<file path="src/rtl/stage_arb_pkg.sv">
// Shared types and the round-robin pick helper for stage_rr_arbiter.
//   arb_state_t : FSM encoding (IDLE / GRANT)
//   rr_pick     : first set request at or above ptr, wrapping modulo num
package stage_arb_pkg;

    typedef enum logic {
        IDLE  = 1'b0,
        GRANT = 1'b1
    } arb_state_t;

    localparam int unsigned RR_MAX_REQ = 16;
    localparam int unsigned RR_IDX_W   = 4;

    // Walks the request vector starting at ptr; the rotation offset k is
    // folded back into the real index so the result needs no unrotate step.
    // Returns ptr when nothing is requested (caller qualifies with "any").
    function automatic logic [RR_IDX_W-1:0] rr_pick(
        input logic [RR_MAX_REQ-1:0] req,
        input logic [RR_IDX_W-1:0]   ptr,
        input int unsigned           num
    );
        logic [RR_IDX_W:0]   idx;
        logic [RR_IDX_W-1:0] win;
        logic                found;
        win   = ptr;
        found = 1'b0;
        for (int unsigned k = 0; k < RR_MAX_REQ; k++) begin
            idx = {1'b0, ptr} + (RR_IDX_W+1)'(k);
            if (idx >= (RR_IDX_W+1)'(num)) begin
                idx = idx - (RR_IDX_W+1)'(num);
            end
            if (!found && (k < num) && req[idx[RR_IDX_W-1:0]]) begin
                win   = idx[RR_IDX_W-1:0];
                found = 1'b1;
            end
        end
        return win;
    endfunction

endpackage

</file>
<file path="src/rtl/rr_priority_pick.sv">
// Combinational round-robin selector.
//   req  : request vector, one bit per requester
//   ptr  : highest-priority index this round
//   pick : winning index (meaningful only when any=1)
//   any  : at least one request is set
module rr_priority_pick
    import stage_arb_pkg::*;
#(
    parameter int NUM_REQ = 4,
    parameter int GID_W   = $clog2(NUM_REQ)
) (
    input  logic [NUM_REQ-1:0] req,
    input  logic [GID_W-1:0]   ptr,
    output logic [GID_W-1:0]   pick,
    output logic               any
);

    logic [RR_MAX_REQ-1:0] req_ext;
    logic [RR_IDX_W-1:0]   ptr_ext;
    logic [RR_IDX_W-1:0]   win;

    assign req_ext = RR_MAX_REQ'(req);
    assign ptr_ext = RR_IDX_W'(ptr);
    assign win     = rr_pick(req_ext, ptr_ext, NUM_REQ);
    assign pick    = GID_W'(win);
    assign any     = |req;

endmodule

</file>
<file path="src/rtl/stage_rr_arbiter.sv">
// Round-robin arbiter feeding one registered DATA_W output stage from
// NUM_REQ burst sources over valid/ready.
//   clk, reset            : clock, synchronous active-high reset
//   req_valid/data/last   : per-requester beat offer (data slice i = [i*DATA_W +: DATA_W])
//   req_ready             : per-requester accept, only the grant holder can see 1
//   out_data/out_valid    : registered output beat
//   out_ready             : downstream accept
//   grant_id, busy        : current grant holder, grant active
//
// state | meaning
// IDLE  | no grant; choose next holder from rr_ptr upward
// GRANT | grant_id owns the stage until last beat or MAX_BURST beats
module stage_rr_arbiter
    import stage_arb_pkg::*;
#(
    parameter int NUM_REQ   = 4,
    parameter int DATA_W    = 8,
    parameter int MAX_BURST = 4
) (
    input  logic                        clk,
    input  logic                        reset,
    input  logic [NUM_REQ-1:0]          req_valid,
    input  logic [NUM_REQ*DATA_W-1:0]   req_data,
    input  logic [NUM_REQ-1:0]          req_last,
    output logic [NUM_REQ-1:0]          req_ready,
    output logic [DATA_W-1:0]           out_data,
    output logic                        out_valid,
    input  logic                        out_ready,
    output logic [$clog2(NUM_REQ)-1:0]  grant_id,
    output logic                        busy
);

    localparam int GID_W = $clog2(NUM_REQ);
    localparam int CNT_W = $clog2(MAX_BURST + 1);

    arb_state_t         state_q,     state_d;
    logic [GID_W-1:0]   rr_ptr_q,    rr_ptr_d;
    logic [GID_W-1:0]   grant_id_q,  grant_id_d;
    logic [CNT_W-1:0]   beat_cnt_q,  beat_cnt_d;
    logic [DATA_W-1:0]  out_data_q,  out_data_d;
    logic               out_valid_q, out_valid_d;

    logic [GID_W-1:0]   pick;
    logic               pick_any;
    logic               out_free;
    logic               accept;
    logic [CNT_W-1:0]   beat_cnt_inc;

    rr_priority_pick #(
        .NUM_REQ (NUM_REQ),
        .GID_W   (GID_W)
    ) u_pick (
        .req  (req_valid),
        .ptr  (rr_ptr_q),
        .pick (pick),
        .any  (pick_any)
    );

    always_comb begin
        state_d      = state_q;
        rr_ptr_d     = rr_ptr_q;
        grant_id_d   = grant_id_q;
        beat_cnt_d   = beat_cnt_q;
        out_data_d   = out_data_q;
        out_valid_d  = out_valid_q;
        req_ready    = '0;
        accept       = 1'b0;
        out_free     = ~out_valid_q | out_ready;
        beat_cnt_inc = beat_cnt_q + CNT_W'(1);

        case (state_q)
            IDLE: begin
                if (pick_any) begin
                    state_d    = GRANT;
                    grant_id_d = pick;
                    beat_cnt_d = '0;
                end
            end
            GRANT: begin
                req_ready[grant_id_q] = out_free;
                accept = out_free & req_valid[grant_id_q];
                if (accept) begin
                    out_data_d  = req_data[grant_id_q*DATA_W +: DATA_W];
                    out_valid_d = 1'b1;
                    beat_cnt_d  = beat_cnt_inc;
                    if (req_last[grant_id_q] || (beat_cnt_inc == CNT_W'(MAX_BURST))) begin
                        state_d  = IDLE;
                        rr_ptr_d = (grant_id_q == GID_W'(NUM_REQ - 1)) ? '0
                                                                       : grant_id_q + GID_W'(1);
                    end
                end
            end
            default: state_d = IDLE;
        endcase

        // Drain can happen in either state; an accept in the same cycle wins.
        if (out_valid_q && out_ready && !accept) begin
            out_valid_d = 1'b0;
        end
    end

    always_ff @(posedge clk) begin
        if (reset) begin
            state_q     <= IDLE;
            rr_ptr_q    <= '0;
            grant_id_q  <= '0;
            beat_cnt_q  <= '0;
            out_data_q  <= '0;
            out_valid_q <= 1'b0;
        end else begin
            state_q     <= state_d;
            rr_ptr_q    <= rr_ptr_d;
            grant_id_q  <= grant_id_d;
            beat_cnt_q  <= beat_cnt_d;
            out_data_q  <= out_data_d;
            out_valid_q <= out_valid_d;
        end
    end

    assign out_data  = out_data_q;
    assign out_valid = out_valid_q;
    assign grant_id  = grant_id_q;
    assign busy      = (state_q == GRANT);

endmodule

</file>
<file path="config.mk">
export PLATFORM = sky130hd
export DESIGN_NAME = stage_rr_arbiter
export DESIGN_NICKNAME = d
export VERILOG_FILES = /design/src/rtl/stage_arb_pkg.sv /design/src/rtl/rr_priority_pick.sv /design/src/rtl/stage_rr_arbiter.sv
export SDC_FILE = /design/constraint.sdc
export NUM_CORES = 1
export LEC_CHECK = 0
export ABC_CLOCK_PERIOD_IN_PS = 5400
export CAP_MARGIN = 20
export CORE_ASPECT_RATIO = 1.5
export CORE_MARGIN = 2
export CORE_UTILIZATION = 30
export DETAILED_ROUTE_END_ITERATION = 10
export PLACE_DENSITY_LB_ADDON = 0.1
export SETUP_SLACK_MARGIN = 0.2
export SLEW_MARGIN = 20
export SYNTH_ARGS = -nofsm -noshare
export SYNTH_HDL_FRONTEND = slang
export SYNTH_SLANG_ARGS = --single-unit
export TNS_END_PERCENT = 5
</file>
<file path="constraint.sdc">
create_clock -name clk -period 5.4 [get_ports clk]
set_input_delay 1.08 -clock clk [delete_from_list [all_inputs] [get_ports clk]]
set_output_delay 1.08 -clock clk [all_outputs]
set_load 0.02 [all_outputs]
</file>
==> summary.md <==
| Metric | Value |
|---|---|
| Status | finished, final reports clean |
| Die area | 4910 sq um |
| Initial DRC Count | 23 |
| CTS resizes | 0 |
| Clock skew | 0.00161 ns |
| Maximum fanout along the worst path | 7 |
| CP Launch Type | primary input |
| Placeable core area | 4210 sq um |
| Boundary Pins | slightly below 60 |
| ANT cells | 0 |
| Layout cell share with drive strength beyond 1 | approximately 8.7% |
| Port Buffers | 58 |
| Switching share of power | 31.1% |
| Fraction of the yosys area taken by sequential cells | 26.1% |
| Clock slew at reported path FFs | around 0.06 ns |
| Initial antenna violation count | 0 |
| Root buffer cell | clkbuf_8 |
| Area grow syn2layout | 49.4% |
| Syn_area_per_cell | approximately 10 sq um |
| Placer Congestion | ~0.86 |
| Synth Register Bits | 17 |
| Height of the die | 84.8 microns |
| Hpwl dp | 2.69 mm |
| Grt ovf | 0 |
| Leak | 0.769 nW |
| Vias per std cell | 5.27 |
| Ys flop type | dfxtp_1 |
| Sequential share of power | between 30% and 40% |
| Die Span X | about 58 microns |
| PwrDens | 212 nW/um^2 |
| Synth Net Count | 183 |
| Final min period | 3.63 ns |
| Deepest clock path buffer count | 2 |
| CTS Buf Count | 3 |
| Hold Vio Cnt, Final | 0 |
| DRT antenna net count | 0 |
| Fin Setup TNS | 0 ns |
| Routed WL per cell | 15.2 microns |
| DRC | 0 |
| Total Wirelength | around 3.5 mm |
| Slowest CP cell | clkdlybuf4s50_1 |
| Critical path type | in -> out |
| CP peak stage delay | 0.60 ns |
| Period Utilization, post-route | 67.2% |
| Via Count | 1212 |
| Most common cell on crit path | clkdlybuf4s50_1 |
| Power share of the combinational group | 39.7% |
| Post CTS Setup Buffer Count | 0 |
| Worst rel slew slack | 43.7% |
| Post-Syn Area | between 1000 and 1500 sq um |
| Overall power | ~0.41 mW |
| CTS tree | done |
| DR pass1 iterations | 3 |
| Max-slew violations | 0 |
| CP Capture Type | output pin |
| Post-synthesis cell count | 130 |
| Asr flop ratio synth | 0% |
| Worst Path Required | 4.32 ns |
| Nets | 238 |
| H-tree lvl count | 1 |
| First-pass GRT wire length | 6.03 mm |
| Switch Pwr | between 0.1 and 0.15 mW |
| Pin count of the biggest net entering global routing | 19 |
| RSZ-0062 raised after global routing | false |
| CTS sink cnt | 17 |
| Max IR drop VDD | 0.162 mV |
| Setup violators final | 0 |
| Yosys warnings | 0 |
| Hold Crit Class | reg -> reg |
| Number of max-cap violations | 0 |
| P_int | 0.285 mW |
| Post-synth EDFFs | 0 |
| Post-CTS Hold Fix Bufs | 0 |
| Vias in the first global route | 1329 |
| Initial Util | 31.0% |
| Critical-path cell list | clkdlybuf4s50_1 -> nand2b_1 -> and3_1 -> clkdlybuf4s50_1 |
| Clk_lat worst skew | 0.25 ns |
| Critical path's top delay family | buffers and inverters |
| Fmax | 0.276 GHz |
| Row count | 29 |
| Clock Power Share | 23.2% |
| Buffers and inverters on the worst path | 2 |
| Total Routing Usage GR | 15.5% |
| Tightest Pin Transition | roughly 0.84 ns |
| Unique masters post-synth | 40 |
| CP arrival | 2.55 ns |
-- cells in the final DEF, fill, tap and decap left out, drive strengths merged, types with 4 or more instances in the layout --
cell type / count
inv: 5
dfxtp: 17
and3: 5
a21oi: 5
mux2: 4
nand2: 4
nor2: 14
nand3: 6
ha: 10
clkdlybuf4s50: 58
mux4: 11
clkbuf: 4
mux2i: 12
-- power by group through the flow --
| stage | sequential, mW | clock (mW) | combinational, mW |
|---|---|---|---|
| final | 0.153 | 0.0957 | 0.164 |
| after global routing | 0.156 | 0.102 | 0.182 |
| after CTS | 0.154 | 0.0990 | 0.167 |
| after detailed placement | 0.157 | 0 | 0.166 |
| after global placement | 0.156 | 0 | 0.164 |
| after floorplan | 0.159 | 0 | 0.0917 |
-- layer usage --
layer	global-route usage (%)	share of wire [%]	vias up
met5	0	0	-
met4	5.71	1.4	0
met3	2.44	5.9	4
met2	28.4	51	38
met1	17.6	41	579
li1	-	-	591
-- Yosys cell counts (all sizes together) (5+ instances only) --
cell type	n	share of area [%]
a21oi	5	1.9
and3	5	2.4
buf	5	2.3
dfxtp	17	26
ha	10	9.6
inv	5	1.4
mux2i	12	9.2
mux4	11	19
nand3	6	2.3
nor2	14	4.0
-- worst register-to-register path: stages, from the launching register on --
cell and delay [ns]:
dfxtp_1 0.78, mux4_2 0.36, nand3_1 0.60, o211ai_1 0.44, o31a_1 0.18, nor2_1 0.04
-- state kept, by name, summed over array words and instances, names as in the netlist --
signal,cells
rr_ptr_q,2
grant_id,2
out_data,8
busy,1
beat_cnt_q,3
out_valid,1
-- through the flow --
step | utilization (%) | instances | hold slack [ns] | cell area (sq um) | setup WS (ns)
6_report | 46.4 | 230 | 0.493 | 1950 | 1.77
5_1_grt | 46.4 | 230 | 0.541 | 1950 | 1.70
2_1_floorplan | - | 130 | 0.468 | 1310 | 2.71
3_3_place_gp | 45.3 | 226 | 0.475 | 1910 | 1.76
4_1_cts | 46.4 | 230 | 0.503 | 1950 | 1.76
3_5_place_dp | 45.3 | 226 | 0.488 | 1910 | 1.77
-- cells by family (layout without fill, tap and decap cells) --
kind of cell	after synthesis	after routing	synth area share (%)
mux	27	27	32.2
fa+ha+maj	10	10	9.58
compound gates	18	18	9.77
buf+inv	14	68	4.88
xor+xnor	1	1	0.671
simple gates	43	43	16.9
flops	17	17	26.1
-- layout make-up --
| type | count | area (sq um) |
|---|---|---|
| well taps | 46 | 57.6 |
| clock buffers | 4 | 45.0 |
| multi-input cells | 99 | 902 |
| flip-flops and latches | 17 | 340 |
| repair buffers | 59 | 588 |
| inverters | 5 | 18.8 |
| fillers | 417 | 2260 |
-- path summary, 6_finish.rpt --
path / to / slack (ns) / cells after the start / start
max: req_ready[3] / 1.77 / 4 / out_ready
min: out_data[3] / 0.49 / 2 / out_data[3]
max reg2reg: beat_cnt_q[2] / 2.88 / 5 / grant_id[1]
min reg2reg: out_data[3] / 0.49 / 2 / out_data[3]
Note: power is estimated with default switching activity, not from simulation.
